[src/rtl/reg_rename_file.sv]
// reg_rename_file: architectural register file with per-register ROB rename tags.
//   clk_in, rst_in (async, active-high), rdy_in (global stall when low)
//   commit side : write_en, reg_id, rob_id, value_in, clear_all
//   rename side : rename_en, rename_rd, rename_tag
//   lookup side : rs1_id/rs2_id -> rsN_value, rsN_busy, rsN_tag (tag valid only when busy)
//   Optional macro REGFILE_COMMIT_BYPASS_EN forwards a same-cycle commit onto the read ports.
module reg_rename_file #(
    parameter int REG_COUNT     = 32,
    parameter int REG_ID_BIT    = 5,
    parameter int ROB_WIDTH_BIT = 4
) (
    input  logic                     clk_in,
    input  logic                     rst_in,
    input  logic                     rdy_in,
    input  logic                     write_en,
    input  logic [REG_ID_BIT-1:0]    reg_id,
    input  logic [ROB_WIDTH_BIT-1:0] rob_id,
    input  logic [31:0]              value_in,
    input  logic                     clear_all,
    input  logic                     rename_en,
    input  logic [REG_ID_BIT-1:0]    rename_rd,
    input  logic [ROB_WIDTH_BIT-1:0] rename_tag,
    input  logic [REG_ID_BIT-1:0]    rs1_id,
    input  logic [REG_ID_BIT-1:0]    rs2_id,
    output logic [31:0]              rs1_value,
    output logic                     rs1_busy,
    output logic [ROB_WIDTH_BIT-1:0] rs1_tag,
    output logic [31:0]              rs2_value,
    output logic                     rs2_busy,
    output logic [ROB_WIDTH_BIT-1:0] rs2_tag
);
    logic [31:0]              value_q [REG_COUNT];
    logic [ROB_WIDTH_BIT-1:0] tag_q   [REG_COUNT];
    logic [REG_COUNT-1:0]     busy_q;

    // Entry 0 is never written, so x0 stays at its reset value of zero.
    always_ff @(posedge clk_in or posedge rst_in) begin
        if (rst_in) begin
            busy_q <= '0;
            for (int i = 0; i < REG_COUNT; i++) begin
                value_q[i] <= '0;
                tag_q[i]   <= '0;
            end
        end else if (rdy_in) begin
            if (write_en && reg_id != '0)
                value_q[reg_id] <= value_in;
            for (int i = 1; i < REG_COUNT; i++) begin
                if (clear_all)
                    busy_q[i] <= 1'b0;
                else if (rename_en && rename_rd == REG_ID_BIT'(i)) begin
                    busy_q[i] <= 1'b1;
                    tag_q[i]  <= rename_tag;
                end else if (write_en && reg_id == REG_ID_BIT'(i) && tag_q[i] == rob_id)
                    busy_q[i] <= 1'b0;
            end
        end
    end

    logic [REG_ID_BIT-1:0]    rs_id    [2];
    logic [31:0]              rs_value [2];
    logic [1:0]               rs_busy;
    logic [ROB_WIDTH_BIT-1:0] rs_tag   [2];

    assign rs_id[0] = rs1_id;
    assign rs_id[1] = rs2_id;

    for (genvar p = 0; p < 2; p++) begin : g_rd
        logic nz, byp;
        assign nz = rs_id[p] != '0;
`ifdef REGFILE_COMMIT_BYPASS_EN
        assign byp = write_en && nz && rs_id[p] == reg_id;
`else
        assign byp = 1'b0;
`endif
        // A bypassed commit only frees the register if it is the current producer.
        assign rs_value[p] = !nz ? '0 : byp ? value_in : value_q[rs_id[p]];
        assign rs_busy[p]  = nz && busy_q[rs_id[p]] && !(byp && tag_q[rs_id[p]] == rob_id);
        assign rs_tag[p]   = nz ? tag_q[rs_id[p]] : '0;
    end

    assign rs1_value = rs_value[0];
    assign rs1_busy  = rs_busy[0];
    assign rs1_tag   = rs_tag[0];
    assign rs2_value = rs_value[1];
    assign rs2_busy  = rs_busy[1];
    assign rs2_tag   = rs_tag[1];
endmodule

[config.mk]
export PLATFORM = sky130hd
export DESIGN_NAME = reg_rename_file
export DESIGN_NICKNAME = d
export VERILOG_FILES = /design/src/rtl/reg_rename_file.sv
export SDC_FILE = /design/constraint.sdc
export NUM_CORES = 2
export LEC_CHECK = 0
export BUFFER_PORTS_ARGS = -buffer_cell sky130_fd_sc_hd__clkbuf_2
export CAP_MARGIN = 20
export CELL_PAD_IN_SITES_DETAIL_PLACEMENT = 1
export CELL_PAD_IN_SITES_GLOBAL_PLACEMENT = 2
export CORE_ASPECT_RATIO = 1.25
export CORE_MARGIN = 2
export CORE_UTILIZATION = 50
export CTS_CLUSTER_DIAMETER = 80
export CTS_CLUSTER_SIZE = 30
export DETAILED_ROUTE_END_ITERATION = 10
export PLACE_DENSITY_LB_ADDON = 0.3
export SETUP_SLACK_MARGIN = 0.3
export SLEW_MARGIN = 20
export SYNTH_ARGS = -nofsm -noshare
export SYNTH_HDL_FRONTEND = slang
export SYNTH_SLANG_ARGS = --single-unit
export TNS_END_PERCENT = 5
[constraint.sdc]
create_clock -name clk_in -period 105.4 [get_ports clk_in]
set_input_delay 5.27 -clock clk_in [delete_from_list [all_inputs] [get_ports clk_in]]
set_output_delay 5.27 -clock clk_in [all_outputs]
set_load 0.01 [all_outputs]
==> metrics.csv <==
stage,metric,value,unit
clock_tree,ctsHoldBuffers,0,
power_and_ir_drop,pwr-share-comb,0.200,
clock_tree,htree_levels,2,
hold_path,hp-class,flip-flop to flip-flop,
floorplanning,core-area,128200,sq um
global_route,track_usage,0.3156,
finish,layout_commonest_cell,mux2_2,
power_and_ir_drop,switching_share,0.2970,
global_route,grt_overflow,0,
timing,finalHoldViolations,0,
clock_tree,ctsResizeCount,0,
synth,yosysWarnings,5,
worst_setup_path,cp.required,100.13,ns
power_and_ir_drop,p_int,0.7235,mW
timing,finalSetupTns,0,ns
power_and_ir_drop,power_density,15.08,nW/um^2
clock_tree,cts_setup_buffers,0,
global_route,grt_pass1_wl,307500,microns
timing,fmax,65.82,MHz
timing,slew_headroom,0.2819,
worst_setup_path,critical-path-top-delay-family,buffers and inverters,
global_route,antenna_found_initial,8,
synth,synth_top_area_frac,0.4571,
finish,stdcell_area,68240,sq um
floorplanning,fp.dieH,405.7,microns
power_and_ir_drop,pwr-share-seq,0.534,
finish,fillers,12338,
floorplanning,initial_utilization,0.5035,
worst_setup_path,slowest_stage,buf_4,
worst_setup_path,cp.arrival,9.92,ns
worst_setup_path,critPathKind,input pin to primary output,
worst_setup_path,worstSetupEndpointType,primary output,
finish,register_area,29500,sq um
worst_setup_path,path_cells,"buf_8, buf_4, buf_4, nand2_2, o21ai_0, a211oi_1, a211oi_1, nor2_1, clkbuf_2",
power_and_ir_drop,total_power,1.029,mW
placed_design,pre_cts_ws,90.22,ns
routing,dr_total_vias,41466,
floorplanning,die_w,325.4,microns
routing,finalWirelength,207100,microns
timing,tightest_slew,1.077,ns
worst_setup_path,critPathBufInv,4,
clock_tree,tritoncts,yes,
floorplanning,ios,140,
routing,drc,0,
global_route,grt_pass1_vias,44972,
placed_design,gp_congestion,0.8109,
worst_setup_path,startpoint_type,input pin,
timing,fin_crit_sh,0.1441,
synth,synth_top_family_by_area,multiplexers,
routing,vias_per_cell,6.772,
synth,ys_types,47,
timing,setup_violations,0,
timing,period_minus_slack,15.19,ns
timing,drv_slew,0,
synth,synth-compound-area-share,0.04982,
clock_tree,clock_latency,0.72,ns
finish,drive_gt1_frac,0.4785,
worst_setup_path,crit_fanout,77,
finish,multi_input_area,33230,sq um
run_status,status,completed,
synth,syn-cell-area,64540,sq um
synth,synth_mux_area_frac,0.4218,
clock_tree,clk_path_buf_depth,3,
finish,areaGrowthSynthToFinish,5.726,%
routing,dr.pass1.iters,5,
synth,synth-seq-cells,1179,
routing,wl_per_cell,33.82,microns
synth,synth_xor_area_frac,0.01683,
power_and_ir_drop,peakVddDrop,15.44,uV
power_and_ir_drop,p_sw,0.3057,mW
finish,final_cell_mix,"1270 x mux2_2, 1179 x dfrtp_1, 464 x mux4_2, 234 x mux2i_1, 130 x clkbuf_2",
synth,syn_area_per_cell,14.06,sq um
power_and_ir_drop,p_leak,30.71,nW
placed_design,port_buffers,139,
clock_tree,cts-root-buf,clkbuf_16,
synth,ys_seq_area_frac,0.4571,
synth,synth-simple-area-share,0.02206,
clock_tree,clock_sinks,1179,
flow_run,maxCapViolCount,0,
synth,synth_top_area_cell,dfrtp_1,
worst_setup_path,critPathMaxStageDelay,0.90,ns
worst_setup_path,ff2ff_setup_slack,103.70,ns
synth,synth_nets,4657,
placed_design,postPlaceCellArea,66370,sq um
finish,nNetsFinal,4436,
global_route,grt_max_degree,156,
synth,yosys-top-cells-area,"dfrtp_1 46%, mux2_2 22%, mux4_2 16%, mux2i_1 3.6%, clkbuf_1 1.7%",
clock_tree,path_clk_slew,0.11,ns
timing,setup_ws,90.21,ns
synth,syn_inst,4591,
timing,hold_ws,0.3941,ns
clock_tree,cts_buffers,54,
timing,rsz0062_at_grt,no,
routing,ant_nets,0,
power_and_ir_drop,clkPwrFrac,0.266,
floorplanning,die_area,132000,sq um
floorplanning,rows,147,
synth,synthAdderAreaFrac,0,
routing,drt_iter0_markers,3368,
timing,finClkSkew,0.01996,ns
placed_design,dp_hpwl,118500,microns
## path summary, 6_finish.rpt
path,cells after the start,to,start
hold / removal,0,value_q[1013]$_DFFE_PP0P_,value_q[1013]$_DFFE_PP0P_
max in group asynchronous,5,value_q[1006]$_DFFE_PP0P_,rst_in
setup / recovery,9,rs2_value[7],rs2_id[1]
hold reg to reg,0,value_q[1013]$_DFFE_PP0P_,value_q[1013]$_DFFE_PP0P_
setup reg to reg,5,busy_q[20]$_DFFE_PP0P_,tag_q[44]$_DFFE_PP0P_
min in group asynchronous,2,tag_q[20]$_DFFE_PP0P_,rst_in
## metal layers
metal | up-vias | global-route usage | wire length (microns)
met5 | - | 0 | 13
met4 | 2 | 0.1260 | 8952
met3 | 396 | 0.04265 | 10890
met2 | 1253 | 0.5252 | 101100
met1 | 22875 | 0.4206 | 86180
li1 | 16940 | - | -
## logic make-up (layout without fill, tap and decap cells)
group | count (synthesis) | count (layout)
xor+xnor | 124 | 124
simple gates | 306 | 306
flops | 1179 | 1179
other cells | 0 | 5
compound gates | 499 | 499
mux | 1978 | 1978
buf+inv | 505 | 319
## Yosys cell counts (all sizes together)
cell type,n
or2,3
a211oi,58
or3,7
nor3,11
a31oi,26
and3b,1
inv,3
a221oi,29
nand2,94
a2111oi,2
a22o,43
dfrtp,1179
a22oi,69
or4,3
nor4,29
o221ai,5
mux4,464
and2,4
a21o,6
nand3,6
xor2,60
or3b,4
nand2b,10
clkbuf,287
o21ai,119
buf,215
nor2,111
a221o,3
nor2b,11
nor3b,3
mux2,1280
nand3b,6
a21oi,106
nand4,3
xnor2,64
mux2i,234
o22ai,33
## power groups by stage
stage	clock, mW	combinational, mW	sequential, mW
after CTS	0.281	0.207	0.548
after detailed placement	0	0.206	0.557
final	0.274	0.206	0.549
after global routing	0.293	0.221	0.557
after floorplan	0	0.157	0.543
after global placement	0	0.200	0.552
## sequential cells by signal (all words and copies together), names as in the netlist
signal	flops
value_q	1024
tag_q	124
busy_q	31
## through the flow
step | utilization | instances
global route | 0.5322 | 6120
detailed placement | 0.5177 | 6026
global placement | 0.5175 | 6025
CTS | 0.5319 | 6117
finish | 0.5323 | 6123
floorplan | - | 4591
## area by class of cell
class                           instances  share of cell area
Inverter                                3           0.0002750
Sequential cell                      1179              0.4324
Clock inverter                         28            0.005097
Antenna cell                            5           0.0001834
Timing Repair Buffer                  225             0.02217
Multi-Input combinational cell       2907              0.4870
Clock buffer                           63             0.02153
Tap cell                             1713             0.03141
No activity file was read; power rests on OpenSTA's default activity.
